`src/rtl/pipe_stage_skid_if.sv`:
```
// Handshake bundle between two pipeline stages: upstream payload in, downstream payload out,
// plus the hazard-unit freeze and squash controls that act on the stage.
interface pipe_stage_skid_if #(
  parameter int DATA_W = 64
);
  logic              in_valid;
  logic              in_ready;
  logic [DATA_W-1:0] in_data;
  logic              out_valid;
  logic              out_ready;
  logic [DATA_W-1:0] out_data;
  logic              flush;
  logic              freeze;

  modport master (
    output in_valid, in_data, out_ready, flush, freeze,
    input  in_ready, out_valid, out_data
  );

  modport slave (
    input  in_valid, in_data, out_ready, flush, freeze,
    output in_ready, out_valid, out_data
  );
endinterface

```
`src/rtl/pipe_stage_skid.sv`:
```
// Inter-stage pipeline register with a 2-entry skid buffer, freeze/flush control and
// saturating stall/flush counters; in_ready and out_valid come straight from flops.
module pipe_stage_skid #(
  parameter int                DATA_W    = 64,
  parameter logic [DATA_W-1:0] FLUSH_VAL = '0,
  parameter int                CNT_W     = 16
) (
  input  logic             clk,
  input  logic             rst,
  pipe_stage_skid_if.slave bus,
  output logic [1:0]       occupancy,
  output logic [CNT_W-1:0] stall_cnt,
  output logic [CNT_W-1:0] flush_cnt
);

  // State encoding doubles as the occupancy count.
  localparam logic [1:0] ST_EMPTY = 2'd0;
  localparam logic [1:0] ST_ONE   = 2'd1;
  localparam logic [1:0] ST_FULL  = 2'd2;

  logic [1:0]        state_reg, state_next;
  logic [DATA_W-1:0] main_reg, main_next;
  logic [DATA_W-1:0] skid_reg, skid_next;
  logic              out_valid_reg;
  logic              in_ready_reg;
  logic [CNT_W-1:0]  stall_cnt_reg;
  logic [CNT_W-1:0]  flush_cnt_reg;
  logic              in_fire;
  logic              out_fire;

  assign in_fire  = bus.in_valid & in_ready_reg;
  assign out_fire = out_valid_reg & bus.out_ready & ~bus.freeze;

  always_comb begin
    state_next = state_reg;
    main_next  = main_reg;
    skid_next  = skid_reg;
    case (state_reg)
      ST_EMPTY: begin
        if (in_fire) begin
          state_next = ST_ONE;
          main_next  = bus.in_data;
        end
      end
      ST_ONE: begin
        if (in_fire && out_fire) begin
          main_next = bus.in_data;
        end else if (in_fire) begin
          state_next = ST_FULL;
          skid_next  = bus.in_data;
        end else if (out_fire) begin
          state_next = ST_EMPTY;
          main_next  = FLUSH_VAL;
        end
      end
      ST_FULL: begin
        if (out_fire) begin
          state_next = ST_ONE;
          main_next  = skid_reg;
        end
      end
      default: begin
        state_next = ST_EMPTY;
        main_next  = FLUSH_VAL;
      end
    endcase
    // Squash overrides everything; a same-cycle in_fire is accepted and dropped.
    if (bus.flush) begin
      state_next = ST_EMPTY;
      main_next  = FLUSH_VAL;
    end
  end

  always_ff @(posedge clk or posedge rst) begin
    if (rst) begin
      state_reg     <= ST_EMPTY;
      main_reg      <= FLUSH_VAL;
      skid_reg      <= FLUSH_VAL;
      out_valid_reg <= 1'b0;
      in_ready_reg  <= 1'b1;
      stall_cnt_reg <= '0;
      flush_cnt_reg <= '0;
    end else begin
      state_reg     <= state_next;
      main_reg      <= main_next;
      skid_reg      <= skid_next;
      out_valid_reg <= (state_next != ST_EMPTY);
      in_ready_reg  <= (state_next != ST_FULL);
      if (out_valid_reg && !out_fire && (stall_cnt_reg != '1))
        stall_cnt_reg <= stall_cnt_reg + 1'b1;
      if (bus.flush && (state_reg != ST_EMPTY) && (flush_cnt_reg != '1))
        flush_cnt_reg <= flush_cnt_reg + 1'b1;
    end
  end

  assign bus.out_valid = out_valid_reg;
  assign bus.in_ready  = in_ready_reg;
  assign bus.out_data  = main_reg;
  assign occupancy     = state_reg;
  assign stall_cnt     = stall_cnt_reg;
  assign flush_cnt     = flush_cnt_reg;

endmodule
```
`src/flat_wrapper.sv`:
```
// flat-port wrapper written by rule: the top's interface ports become plain ports
module pipe_stage_skid_flat 
#(
  parameter int                DATA_W    = 64,
  parameter logic [DATA_W-1:0] FLUSH_VAL = '0,
  parameter int                CNT_W     = 16
)
  (clk, rst, occupancy, stall_cnt, flush_cnt, bus_in_valid, bus_in_data, bus_out_ready, bus_flush, bus_freeze, bus_in_ready, bus_out_valid, bus_out_data);
  pipe_stage_skid_if #(.DATA_W(DATA_W)) bus_i ();
  input  logic clk;
  input  logic rst;
  output logic [1:0] occupancy;
  output logic [CNT_W-1:0] stall_cnt;
  output logic [CNT_W-1:0] flush_cnt;
  input wire logic [$bits(bus_i.in_valid)-1:0] bus_in_valid;
  input wire logic [$bits(bus_i.in_data)-1:0] bus_in_data;
  input wire logic [$bits(bus_i.out_ready)-1:0] bus_out_ready;
  input wire logic [$bits(bus_i.flush)-1:0] bus_flush;
  input wire logic [$bits(bus_i.freeze)-1:0] bus_freeze;
  output wire logic [$bits(bus_i.in_ready)-1:0] bus_in_ready;
  output wire logic [$bits(bus_i.out_valid)-1:0] bus_out_valid;
  output wire logic [$bits(bus_i.out_data)-1:0] bus_out_data;
  assign bus_i.in_valid = bus_in_valid;
  assign bus_i.in_data = bus_in_data;
  assign bus_i.out_ready = bus_out_ready;
  assign bus_i.flush = bus_flush;
  assign bus_i.freeze = bus_freeze;
  assign bus_in_ready = bus_i.in_ready;
  assign bus_out_valid = bus_i.out_valid;
  assign bus_out_data = bus_i.out_data;
  pipe_stage_skid #(.DATA_W(DATA_W), .FLUSH_VAL(FLUSH_VAL), .CNT_W(CNT_W)) u_core (.clk(clk), .rst(rst), .bus(bus_i), .occupancy(occupancy), .stall_cnt(stall_cnt), .flush_cnt(flush_cnt));
endmodule
```
`config.mk`:
```
export PLATFORM = sky130hd
export DESIGN_NAME = pipe_stage_skid_flat
export DESIGN_NICKNAME = d
export VERILOG_FILES = /design/src/rtl/pipe_stage_skid_if.sv /design/src/rtl/pipe_stage_skid.sv /design/src/flat_wrapper.sv
export SDC_FILE = /design/constraint.sdc
export NUM_CORES = 1
export LEC_CHECK = 0
export ABC_AREA = 0
export BUFFER_PORTS_ARGS = -buffer_cell sky130_fd_sc_hd__buf_4
export CORE_UTILIZATION = 49
export DETAILED_ROUTE_END_ITERATION = 8
export GPL_TIMING_DRIVEN = 0
export PLACE_DENSITY = 0.83
export SLEW_MARGIN = 0
export SYNTH_ARGS = -nofsm -noshare
export SYNTH_HDL_FRONTEND = slang
export SYNTH_SLANG_ARGS = --single-unit
```
`constraint.sdc`:
```
create_clock -name clk -period 4.75 [get_ports clk]
set_input_delay 0 -clock clk [delete_from_list [all_inputs] [get_ports clk]]
set_output_delay 0 -clock clk [all_outputs]
set_load 0.02 [all_outputs]
```
==> results_dict.tcl <==
set metrics [dict create \
    hold_end "u_core.occupancy[1]" \
    fmax_mhz 412 \
    synth-xor-area-share_pct 3.28 \
    period_share_pct 51.1 \
    die_height_um 128 \
    ys_warn_count 0 \
    fin_skew_ns 0.00824 \
    synth_area_per_cell_um2 12.8 \
    antenna_found_initial 2 \
    grt_pass1_vias 6455 \
    async_flop_share_pct 100 \
    drive_above_1_share_pct 34.1 \
    io_pins 170 \
    syn2layout_area_growth_pct 35.9 \
    synth_top_family_by_area "multiplexers" \
    vias 6202 \
    seq_area_frac_synth_pct 53.0 \
    cp-start-kind "register" \
    drc 0 \
    r2r-start "u_core.occupancy[1]" \
    synth_nets 677 \
    wire_per_inst_um 18.7 \
    vias_per_cell 5.72 \
    hpwlAfterDp_mm 13.3 \
    multiInputGateArea_um2 3420 \
    routed_wl_mm 20.3 \
    synth_edf_count 0 \
    ir_worst_vdd_mv 0.284 \
    gp_congestion 0.894 \
    htree_levels 4 \
    final_max_slew_viol_count 0 \
    hp-start "bus_out_ready" \
    crit_slowest_cell "nor2_1" \
    worstPathRequired_ns 5.10 \
    cts_root_buf "clkbuf_16" \
    r2r_cells 6 \
    cp_common_cell "nor2_1" \
    clkLatencyLatePin_ns 0.42 \
    maxCapViolations 0 \
    ys.flop_type "dfrtp_1" \
    synth_compound_area_share_pct 16.0 \
    tightest_slew_ns 0.935 \
    ys_ff_latch 164 \
    path_clk_slew_ns 0.06 \
    die_w_um 128 \
    final_cells 1084 \
    synthCells 605 \
    drt_iter0_markers 257 \
    grt_overflow 0 \
    synth.area.mux_share_pct 18.2 \
    synth_simple_gate_area_share_pct 6.32 \
    dp_cells 985 \
    cts_buffers 17 \
    rows 45 \
    syn_area_um2 7740 \
    cp_max_fo 10 \
    period_needed_ns 2.43 \
    start_util_pct 50.6 \
    cts.sinks 164 \
    rsz0062_at_grt "false" \
    drt_first_pass_iters 4 \
    finalHoldViolations 0 \
    worst_setup_path_end_kind "register" \
    p_total_w 0.00431 \
    hold_class "input pin to register" \
    num-fill-cells 1079 \
    grt_usage_pct 26.0 \
    setup_viol 0 \
    cp_cell_sequence "buf_2 > nor2_1 > a32oi_1 > nor2_1 > clkbuf_1 > a22o_1" \
    worstPathArrival_ns 2.78 \
    seqCellArea_um2 4110 \
    cts.path.max_buffers 2 \
    synthAdderAreaFrac_pct 0.323 \
    reg2reg_to "u_core.bus.out_data[8]" \
    nNetsFinal 931 \
    cpLargestDelayFamily "simple AND/OR/NAND/NOR gates" \
    slowest_delay_ns 0.73 \
    timing.slew.headroom_pct 37.4 \
    p_leak_nw 4.71 \
    p_per_area_nw_per_um2 410 \
    ant_nets 0 \
    whs_path_depth 3 \
    core_area_um2 15300 \
    cts_tree "built" \
    worstSetupPathType "register to register" \
    crit_buf_inv 2 \
    outcome "finished clean" \
    grt_pass1_wl_mm 33.1 \
    r2r_setup_slack_ns 2.32 \
    grt_max_degree 87 \
    synth_cell_types 43 \
    numPortBuffers 168 \
    die_area_um2 16300 \
]
-- worst register-to-register path, cell delays in order, from the launching register on --
cell,delay [ns]
dfrtp_1,0.41
buf_2,0.22
nor2_1,0.17
a32oi_1,0.14
nor2_1,0.73
clkbuf_1,0.47
a22o_1,0.22
-- cell type report --
type,instances,area share [%]
Buffer,45,1.96
Sequential cell,164,39.0
Timing Repair Buffer,235,18.5
Tap cell,211,2.51
Clock buffer,21,4.28
Inverter,4,0.190
Multi-Input combinational cell,392,32.5
Clock inverter,10,1.03
Antenna cell,2,0.0476
-- what timing repair did --
item	CTS	global route
resized for setup	0	0
setup buffers	0	0
hold buffers	66	0
hold endpoints to repair	209	0
-- cells by family (layout without fill, tap and decap cells) --
group,count (synthesis),count (layout)
DFF,164,164
buffers and inverters,49,315
AOI/OAI and AO/OA,146,146
adders and majority gates,2,2
other,0,2
muxes,132,132
xor gates and xnor gates,29,29
and+or+nand+nor,83,83
-- through the flow --
step | hold WS [ns] | setup slack, ns | utilization, % | setup TNS [ns] | cell area [um^2]
2_1_floorplan | 0.135 | 0.318 | - | 0 | 7740
3_3_place_gp | 0.239 | -1.25 | 60.5 | -201.84 | 9270
3_5_place_dp | 0.185 | 2.35 | 60.7 | 0 | 9300
4_1_cts | 0.00526 | 2.32 | 68.7 | 0 | 10500
5_1_grt | 0.0291 | 2.16 | 68.7 | 0 | 10500
6_report | 0.0228 | 2.32 | 68.7 | 0 | 10500
-- metal layers --
| layer | vias up | track usage, % | part of all wire, % |
|---|---|---|---|
| met2 | 219 | 43.7 | 50 |
| met3 | 53 | 5.55 | 5.2 |
| met1 | 3099 | 32.2 | 42 |
| met4 | 0 | 12.0 | 3.2 |
| met5 | - | 0 | 0 |
| li1 | 2831 | - | - |
-- report_power, final --
group	internal [W]	switching (W)
registers	0.00172	0.000235
clock network	0.000781	0.000548
logic	0.000529	0.000505
-- how the worst max path moves through the flow --
stage / startpoint / end / cells after the start
6_report: u_core.occupancy[1] / u_core.bus.out_data[8] / 6
4_1_cts: u_core.occupancy[1] / u_core.bus.out_data[8] / 6
5_1_grt: u_core.occupancy[1] / u_core.bus.out_data[8] / 6
3_5_place_dp: u_core.occupancy[1] / u_core.bus.out_data[8] / 6
3_3_place_gp: rst / u_core.flush_cnt[14] / 2
2_1_floorplan: rst / u_core.bus.out_data[0] / 1
-- cell usage in the layout, fill, tap and decap left out, drive strengths merged, types with 2 or more instances in the layout --
cell,n
buf,201
dfrtp,163
mux2,68
dlygate4sd3,66
mux2i,64
o2bb2ai,64
a22o,64
clkbuf,34
nand2,16
xor2,16
xnor2,13
nand4,13
nor2,10
nand3,9
nor3,9
nor4,8
clkinv,6
o21ai,4
o211ai,4
inv,4
nand2b,3
a21oi,3
and4,3
and3,3
and2,3
diode,2
nor4b,2
ha,2
bufinv,2
clkinvlp,2
-- cell usage after synthesis (2+ instances only) --
cell / number / share of area (%)
a21oi_1: 3 / 0.19
a22o_1: 64 / 7.2
and2_1: 3 / 0.24
and3_1: 3 / 0.24
and4_1: 3 / 0.34
buf_1: 2 / 0.097
buf_2: 30 / 1.9
clkbuf_1: 13 / 0.63
dfrtp_1: 163 / 53
ha_1: 2 / 0.32
inv_1: 4 / 0.19
mux2_1: 4 / 0.58
mux2_2: 64 / 9.3
mux2i_1: 64 / 8.3
nand2_1: 16 / 0.78
nand2b_1: 3 / 0.24
nand3_1: 9 / 0.58
nand4_1: 12 / 0.97
nor2_1: 10 / 0.48
nor3_1: 7 / 0.45
nor4_1: 7 / 0.57
nor4b_1: 2 / 0.23
o211ai_1: 4 / 0.39
o21ai_0: 4 / 0.26
o2bb2ai_1: 64 / 7.2
xnor2_1: 13 / 1.5
xor2_1: 16 / 1.8
No activity file was read; power rests on OpenSTA's default activity.
